### config.mk
export PLATFORM = sky130hd
export DESIGN_NAME = ofm_stream_writer
export DESIGN_NICKNAME = d
export VERILOG_FILES = /design/src/rtl/ofm_pkg.sv /design/src/rtl/ofm_tag_fifo.sv /design/src/rtl/ofm_stream_writer.sv
export SDC_FILE = /design/constraint.sdc
export NUM_CORES = 2
export LEC_CHECK = 0
export CAP_MARGIN = 25
export CORE_ASPECT_RATIO = 1.2
export CORE_MARGIN = 2
export CORE_UTILIZATION = 30
export DETAILED_ROUTE_END_ITERATION = 10
export PLACE_DENSITY_LB_ADDON = 0.15
export SLEW_MARGIN = 5
export SYNTH_ARGS = -nofsm -noshare
export SYNTH_HDL_FRONTEND = slang
export SYNTH_SLANG_ARGS = --single-unit
### constraint.sdc
create_clock -name clk -period 7.42 [get_ports clk]
set_input_delay 1.855 -clock clk [delete_from_list [all_inputs] [get_ports clk]]
set_output_delay 1.855 -clock clk [all_outputs]
set_load 0.05 [all_outputs]
### src/rtl/ofm_pkg.sv
// Shared types and helpers for the OFM stream writer: FSM encoding,
// stride decode, tag layout and output-dimension arithmetic.
package ofm_pkg;

  typedef enum logic [1:0] {
    ST_IDLE  = 2'd0,
    ST_RUN   = 2'd1,
    ST_DRAIN = 2'd2,
    ST_DONE  = 2'd3
  } ofm_state_t;

  localparam logic [3:0] STRIDE2 = 4'd2;
  localparam int         TAGW    = 3;

  // Number of 3x3 window positions along one dimension for the given stride.
  function automatic logic [15:0] out_dim(input logic [15:0] dim, input logic [3:0] stride);
    logic [15:0] span;
    span = dim - 16'd3;
    return (stride == STRIDE2) ? (span >> 1) + 16'd1 : span + 16'd1;
  endfunction

endpackage

### src/rtl/ofm_tag_fifo.sv
// First-word-fall-through FIFO with register storage; the head entry is
// presented combinationally from the read pointer.
module ofm_tag_fifo #(
  parameter int WIDTH = 67,
  parameter int DEPTH = 16
) (
  input  logic                     clk,
  input  logic                     rst,
  input  logic                     push,
  input  logic [WIDTH-1:0]         wdata,
  input  logic                     pop,
  output logic [WIDTH-1:0]         rdata,
  output logic                     full,
  output logic                     empty,
  output logic [$clog2(DEPTH):0]   count
);

  localparam int            AW      = $clog2(DEPTH);
  localparam logic [AW:0]   DEPTH_C = (AW+1)'(DEPTH);

  logic [WIDTH-1:0] mem_q [DEPTH];
  logic [AW-1:0]    wr_ptr_q, wr_ptr_d;
  logic [AW-1:0]    rd_ptr_q, rd_ptr_d;
  logic [AW:0]      count_q, count_d;
  logic             do_push, do_pop;

  // Push is refused whenever full, even if a pop frees a slot this cycle.
  always_comb begin
    full     = (count_q == DEPTH_C);
    empty    = (count_q == '0);
    do_push  = push && !full;
    do_pop   = pop && !empty;
    wr_ptr_d = wr_ptr_q + AW'(do_push);
    rd_ptr_d = rd_ptr_q + AW'(do_pop);
    count_d  = count_q + (AW+1)'(do_push) - (AW+1)'(do_pop);
    rdata    = mem_q[rd_ptr_q];
    count    = count_q;
  end

  always_ff @(posedge clk) begin
    if (rst) begin
      wr_ptr_q <= '0;
      rd_ptr_q <= '0;
      count_q  <= '0;
    end else begin
      wr_ptr_q <= wr_ptr_d;
      rd_ptr_q <= rd_ptr_d;
      count_q  <= count_d;
    end
  end

  always_ff @(posedge clk) begin
    if (rst) begin
      for (int i = 0; i < DEPTH; i++) mem_q[i] <= '0;
    end else if (do_push) begin
      mem_q[wr_ptr_q] <= wdata;
    end
  end

endmodule

### src/rtl/ofm_stream_writer.sv
// Collects conv result pixels into a tagged FIFO and replays them as a
// raster OFM stream with row/frame markers and a ready/valid handshake.
module ofm_stream_writer
  import ofm_pkg::*;
#(
  parameter int DATAW      = 8,
  parameter int OFM_CH     = 8,
  parameter int WIDTH_MAX  = 64,
  parameter int FIFO_DEPTH = 16
) (
  input  logic                       clk,
  input  logic                       rst,
  input  logic                       cfg_start,
  input  logic [15:0]                cfg_width,
  input  logic [15:0]                cfg_height,
  input  logic [3:0]                 cfg_stride,
  input  logic                       in_vld,
  input  logic [DATAW*OFM_CH-1:0]    in_data,
  output logic                       in_rdy,
  output logic                       out_vld,
  input  logic                       out_rdy,
  output logic [DATAW*OFM_CH-1:0]    out_data,
  output logic                       out_sol,
  output logic                       out_eol,
  output logic                       out_eof,
  output logic                       busy,
  output logic                       frame_done,
  output logic                       err_cfg,
  output logic                       err_overflow
);

  localparam int          PIXW   = DATAW * OFM_CH;
  localparam int          AW     = $clog2(FIFO_DEPTH);
  localparam logic [AW:0] CAP    = (AW+1)'(FIFO_DEPTH);
  localparam logic [15:0] W_MAX  = 16'(WIDTH_MAX);

  ofm_state_t  state_q, state_d;
  logic [15:0] ow_q, ow_d, oh_q, oh_d;
  logic [15:0] col_q, col_d, row_q, row_d;
  logic        err_overflow_q, err_overflow_d;
  logic        err_cfg_q, err_cfg_d;

  logic                 fifo_full, fifo_empty;
  logic [AW:0]          fifo_count;
  logic [PIXW+TAGW-1:0] fifo_wdata, fifo_rdata;
  logic                 push, cfg_ok;
  logic                 tag_sol, tag_eol, tag_eof;

  ofm_tag_fifo #(
    .WIDTH (PIXW + TAGW),
    .DEPTH (FIFO_DEPTH)
  ) u_fifo (
    .clk   (clk),
    .rst   (rst),
    .push  (push),
    .wdata (fifo_wdata),
    .pop   (out_rdy),
    .rdata (fifo_rdata),
    .full  (fifo_full),
    .empty (fifo_empty),
    .count (fifo_count)
  );

  always_comb begin
    cfg_ok     = (cfg_width >= 16'd3) && (cfg_height >= 16'd3) && (cfg_width <= W_MAX);
    tag_sol    = (col_q == 16'd0);
    tag_eol    = (col_q == ow_q - 16'd1);
    tag_eof    = tag_eol && (row_q == oh_q - 16'd1);
    in_rdy     = (state_q == ST_RUN) && !fifo_full;
    push       = in_vld && in_rdy;
    fifo_wdata = {tag_sol, tag_eol, tag_eof, in_data};

    out_vld                              = !fifo_empty;
    {out_sol, out_eol, out_eof, out_data} = fifo_rdata;
    busy                                 = (state_q != ST_IDLE);
    frame_done                           = (state_q == ST_DONE);
    err_cfg                              = err_cfg_q;
    err_overflow                         = err_overflow_q;
  end

  always_comb begin
    state_d        = state_q;
    ow_d           = ow_q;
    oh_d           = oh_q;
    col_d          = col_q;
    row_d          = row_q;
    err_overflow_d = err_overflow_q;
    err_cfg_d      = 1'b0;
    case (state_q)
      ST_IDLE: begin
        if (cfg_start) begin
          if (cfg_ok) begin
            ow_d           = out_dim(cfg_width, cfg_stride);
            oh_d           = out_dim(cfg_height, cfg_stride);
            col_d          = 16'd0;
            row_d          = 16'd0;
            err_overflow_d = 1'b0;
            state_d        = ST_RUN;
          end else begin
            err_cfg_d = 1'b1;
          end
        end
      end
      ST_RUN: begin
        if (push) begin
          if (tag_eol) begin
            col_d = 16'd0;
            row_d = row_q + 16'd1;
          end else begin
            col_d = col_q + 16'd1;
          end
          if (tag_eof) state_d = ST_DRAIN;
        end else if (in_vld && fifo_count == CAP) begin
          // Producer ignores backpressure: the pixel is lost, flag it.
          err_overflow_d = 1'b1;
        end
      end
      ST_DRAIN: begin
        if (out_vld && out_rdy && out_eof) state_d = ST_DONE;
      end
      ST_DONE: state_d = ST_IDLE;
      default: state_d = ST_IDLE;
    endcase
  end

  always_ff @(posedge clk) begin
    if (rst) begin
      state_q        <= ST_IDLE;
      ow_q           <= '0;
      oh_q           <= '0;
      col_q          <= '0;
      row_q          <= '0;
      err_overflow_q <= 1'b0;
      err_cfg_q      <= 1'b0;
    end else begin
      state_q        <= state_d;
      ow_q           <= ow_d;
      oh_q           <= oh_d;
      col_q          <= col_d;
      row_q          <= row_d;
      err_overflow_q <= err_overflow_d;
      err_cfg_q      <= err_cfg_d;
    end
  end

endmodule

=== Word level (Yosys, flattened, before mapping) ===
Memories as Yosys holds them, arrays and structs flattened. A register that Yosys moved wholly into a read port is not among the register bits.
Cells that the tools add are included.

* Bitwise logic cells: 2
* Reduce and logical (&&, ||, !) cells: 23
* Equal/unequal tests: 15
* $add $sub $neg: 14
* $lt $le $gt $ge: 3
* Mux-type cells: 31

{| class="wikitable"
|+ Operators with widths
! operator !! number
|-
| $mux W16 || 8
|-
| $mux W67 || 1
|-
| $reduce_or A67 Y1 || 1
|-
| $add A16 B1 Y16 const B || 4
|-
| $pmux W16 S2 || 2
|-
| $add A15 B1 Y16 const B || 2
|-
| $eq A16 B16 Y1 || 2
|-
| $ge A16 B2 Y1 const B || 2
|-
| $sub A16 B1 Y16 const B || 2
|-
| $sub A16 B2 Y16 const B || 2
|-
| $le A16 B7 Y1 const B || 1
|-
| $logic_not A16 Y1 || 1
|-
| $reduce_and A5 Y1 || 3
|-
| $ne A2 B2 Y1 const B || 6
|-
| $mux W1 || 11
|-
| $mux W2 || 5
|-
| $logic_and A1 B1 Y1 || 9
|-
| $add A4 B1 Y4 || 2
|-
| $mux W4 || 2
|-
| $pmux W2 S4 || 1
|-
| $add A5 B1 Y5 || 1
|-
| $eq A5 B5 Y1 const B || 1
|-
| $logic_not A5 Y1 || 1
|-
| $sub A5 B1 Y5 || 1
|-
| 12 further kinds || 17
|}

* Input bits: 105
* RAM bits: 1072
* Memories: 1
* Output and inout port bits: 73
* Flip-flop bits (word level): 81

{| class="wikitable"
|+ Memory list
! memory !! words !! width !! read ports !! clocked after memory_dff !! wr ports !! RTL line !! RTL
|-
| u_fifo.mem_q || 16 || 67 || 1 || 1 || 16 || ofm_tag_fifo.sv:21 || <nowiki>logic [WIDTH-1:0] mem_q [DEPTH];</nowiki>
|}

=== Logic depth before layout (Yosys ltp) ===
* Word-level depth: 10
* Gate-level depth with buffers: 15
* Depth with buffers taken out: 14

=== Hierarchy ===
Synthesis repeated with hierarchy kept, for this count alone.

* Cell total of the unflattened synthesis: 4097
* Area, all modules: 55265.5 µm²

{| class="wikitable"
|+ Modules (own cells, without submodules)
! module !! cells each !! area an instance (µm²) !! times used
|-
| ofm_tag_fifo || 3288 || 49346.1 || 1
|-
| ofm_stream_writer || 809 || 5919.4 || 1
|}

=== Worst setup path before layout ===
OpenSTA, ideal clock, no wires.

* Path kind: in2reg
* Start: input port in_vld
* End: memory u_fifo.mem_q[15][0], enable pin
* Buffers on the path: 2
* Required time: 6.984 ns
* Path slack: 2.076 ns
* Stages on the path: 8
* Arrival: 4.907 ns
* Cell sequence: nand2_1 -> a31oi_1 -> nor2b_1 -> and3_1 -> clkbuf_1 -> clkbuf_1 -> nand3_1 -> nand2b_1

{| class="wikitable"
|+ RTL lines
! item !! RTL line !! RTL
|-
| start, declared || ofm_stream_writer.sv:17 || <nowiki>input logic in_vld,</nowiki>
|-
| end, declared || ofm_tag_fifo.sv:21 ||
|}

==> flow_summary.toml <==
[grt]
grt_max_degree = 105
antenna_found_initial = 13
grt_use_total_pct = 17.6
grt_use_met2_pct = 30.0
use_met3_pct = 2.59
overflow = 0
use_met1_pct = 23.6
grt_first_pass_wirelength_um = 240000
busiest_layer = "met2"
grt_pass1_vias = 33800

[clock_tree]
clk_pin_slew_ns = 0.06
cts_root_buffer = "clkbuf_16"
cts-resized-gates = 0
cts_sinks = 1153
numCtsBuffers = 121
h-tree-depth = 3
hold_buffers = 0
tritoncts = "built"
postCtsSetupBuffers = 0
cts_buffer_depth = 3
clk_latency_ns = 0.76

[run]
cap_violations = 0

[finish]
layout.nets = 3816
syn_to_final_growth_pct = 15.3
layout.cells.non_filler = 6210
regArea_sq_um = 33800
multiInputGateArea_sq_um = 19000
drive_gt1_share_pct = 17.2
fillers = 17300

[min_path]
min_path_type = "flip-flop to flip-flop"

[drt]
antenna_left = 0
vias = 31900
routed_wirelength_um = 164000
wire_per_inst_um = 26.4
drtPass1Iterations = 5
avgViaCountPerCell = 5.14
drc = 0
drt_iter0_markers = 2198

[run_status]
status = "finished, final reports clean"

[floorplanning]
start_util_pct = 30.1
die_h_um = 470
fp.dieW_um = 392
die-area_sq_um = 184000
row_count = 171
core_area_sq_um = 180000
num_io_pins = 178

[yosys]
synth_area_sq_um = 54300
ys_async_sr_fraction_pct = 0
synth_area_per_cell_sq_um = 14.6
ys_seq_elements = 1153
synthTopCellsByArea = "edfxtp_1, mux4_2, and3_1, and2_1, dfxtp_1"
yosysMostFrequentCell = "edfxtp_1"
ys_top_cells_by_count = "edfxtp_1, and3_1, clkbuf_1"
synth_cell_types = 78
ys_seq_area_share_pct = 62.3
synthCells = 3705
yosysTopAreaCell = "edfxtp_1"
syn_nets = 3835
ys_dominant_reg_cell = "edfxtp_1"
synth.top_cell.area_share_pct = 59.3
synth_warnings = 0
synth_edf_count = 1072

[sta]
fin_worst_skew_ns = 0.0400
whs_ns = 0.492
setup_viol = 0
max_clock_freq_ghz = 0.165
fin_crit_sh_pct = 81.5
rsz0062_at_grt = "false"
hold_viol = 0
tns_ns = 0
slew_headroom_pct = 30.1
max_slew.worst_pin.slew_ns = 1.05
slew_viol_final = 0
min_period_ns = 6.05

[power_and_ir_drop]
p_seq_share_pct = 43.5
internal_power_mw = 12.4
total_power_mw = 17.3
power_frac_clock_pct = 34.7
switching_share_pct = 28.7
pwr_density_cell_nw_per_um2 = 277
leakage_nw = 23.8
comb_power_share_pct = 21.8
peakVddDrop_v = 0.000192
power_switching_mw = 4.98

[setup_path]
cp.arrival_ns = 4.20
critical_path.slowest_cell = "dfxtp_4"
path_cells = "buf_4, mux4_2, mux4_2, clkdlybuf4s50_1"
critPathKind = "flip-flop to output port"
slowest_delay_ns = 1.00
endpoint_kind = "output port"
crit_top_cell = "mux4_2"
crit_path_max_fanout = 37
required_ns = 5.57
worstSetupStartpointType = "flip-flop"

[placement]
dp.cells = 5984
place_congestion = 0.773
hpwl_um = 88700
io_buffers = 177
-- worst max-delay path: cells and delay by family (launching register included) --
| family | cells | cell delay [ns] |
|---|---|---|
| buffers and inverters | 2 | 1.35 |
| DFF | 1 | 1.00 |
| muxes | 2 | 1.03 |
-- final timing paths --
check / start / endpoint / slack [ns] / cells past startpoint
worst max register to register: ow_q[2] / u_fifo.mem_q[12][64] / 3.10 / 9
worst min-delay path: ow_q[15] / ow_q[15] / 0.49 / 1
worst max-delay path: u_fifo.rd_ptr_q[0] / out_data[39] / 1.37 / 4
worst min register to register: ow_q[15] / ow_q[15] / 0.49 / 1
-- flip-flops by register name (all words and copies together) (netlist names) --
name / count
u_fifo.mem_q: 1072
col_q: 16
oh_q: 16
row_q: 16
state_q: 2
err_overflow: 1
u_fifo.wr_ptr_q: 4
u_fifo.count: 5
u_fifo.rd_ptr_q: 4
ow_q: 16
err_cfg: 1
-- cells by family after synthesis --
family / synth area share, %
flip-flops: 62.3
adder cells (fa/ha/maj): 0.590
multiplexers: 14.2
XOR/XNOR: 1.42
AND/OR/NAND/NOR: 16.1
buffers and inverters: 3.08
AO/OA/AOI/OAI: 2.31
-- placed cells by master, fill, tap and decap left out, types with 37 or more instances in the layout --
master,Yosys,layout
edfxtp_1,1072,1072
and3_1,781,779
mux4_2,334,334
and2_1,264,264
clkdlybuf4s50_1,0,176
nor2_1,161,156
clkbuf_16,0,122
dfxtp_1,81,77
nand2_1,64,64
xnor2_1,51,51
buf_4,1,50
inv_1,41,41
xor2_1,37,37
-- per-stage QoR --
stage	instance area (sq um)	setup WS (ns)	util, %
floorplan	54300	2.08	-
CTS	62500	1.22	34.7
global placement	58600	1.51	32.5
global route	62500	1.17	34.7
finish	62600	1.37	34.7
detailed placement	58700	1.50	32.6
-- routing by layer --
| metal | up-vias | part of all wire (%) |
|---|---|---|
| li1 | 14300 | - |
| met1 | 16800 | 44 |
| met2 | 631 | 50 |
| met3 | 187 | 4.7 |
| met4 | 16 | 1.9 |
| met5 | - | 0.053 |
-- area by class of cell --
class / instances / share of cell area (%)
Antenna cell: 4 / 0.0160
Tap cell: 2422 / 4.84
Timing Repair Buffer: 256 / 4.39
Multi-Input combinational cell: 2113 / 30.4
Clock inverter: 65 / 0.890
Sequential cell: 1153 / 54.1
Clock buffer: 156 / 5.17
Inverter: 41 / 0.246
-- power by group through the flow --
stage	Clock, mW	Sequential, mW	Combinational [mW]
5_1_grt	6.40	7.57	4.03
4_1_cts	6.17	7.55	3.89
3_5_place_dp	0	7.68	3.88
3_3_place_gp	0	7.68	3.89
6_report	6.02	7.54	3.79
2_1_floorplan	0	7.58	2.62
(Power assumes the default switching activity.)
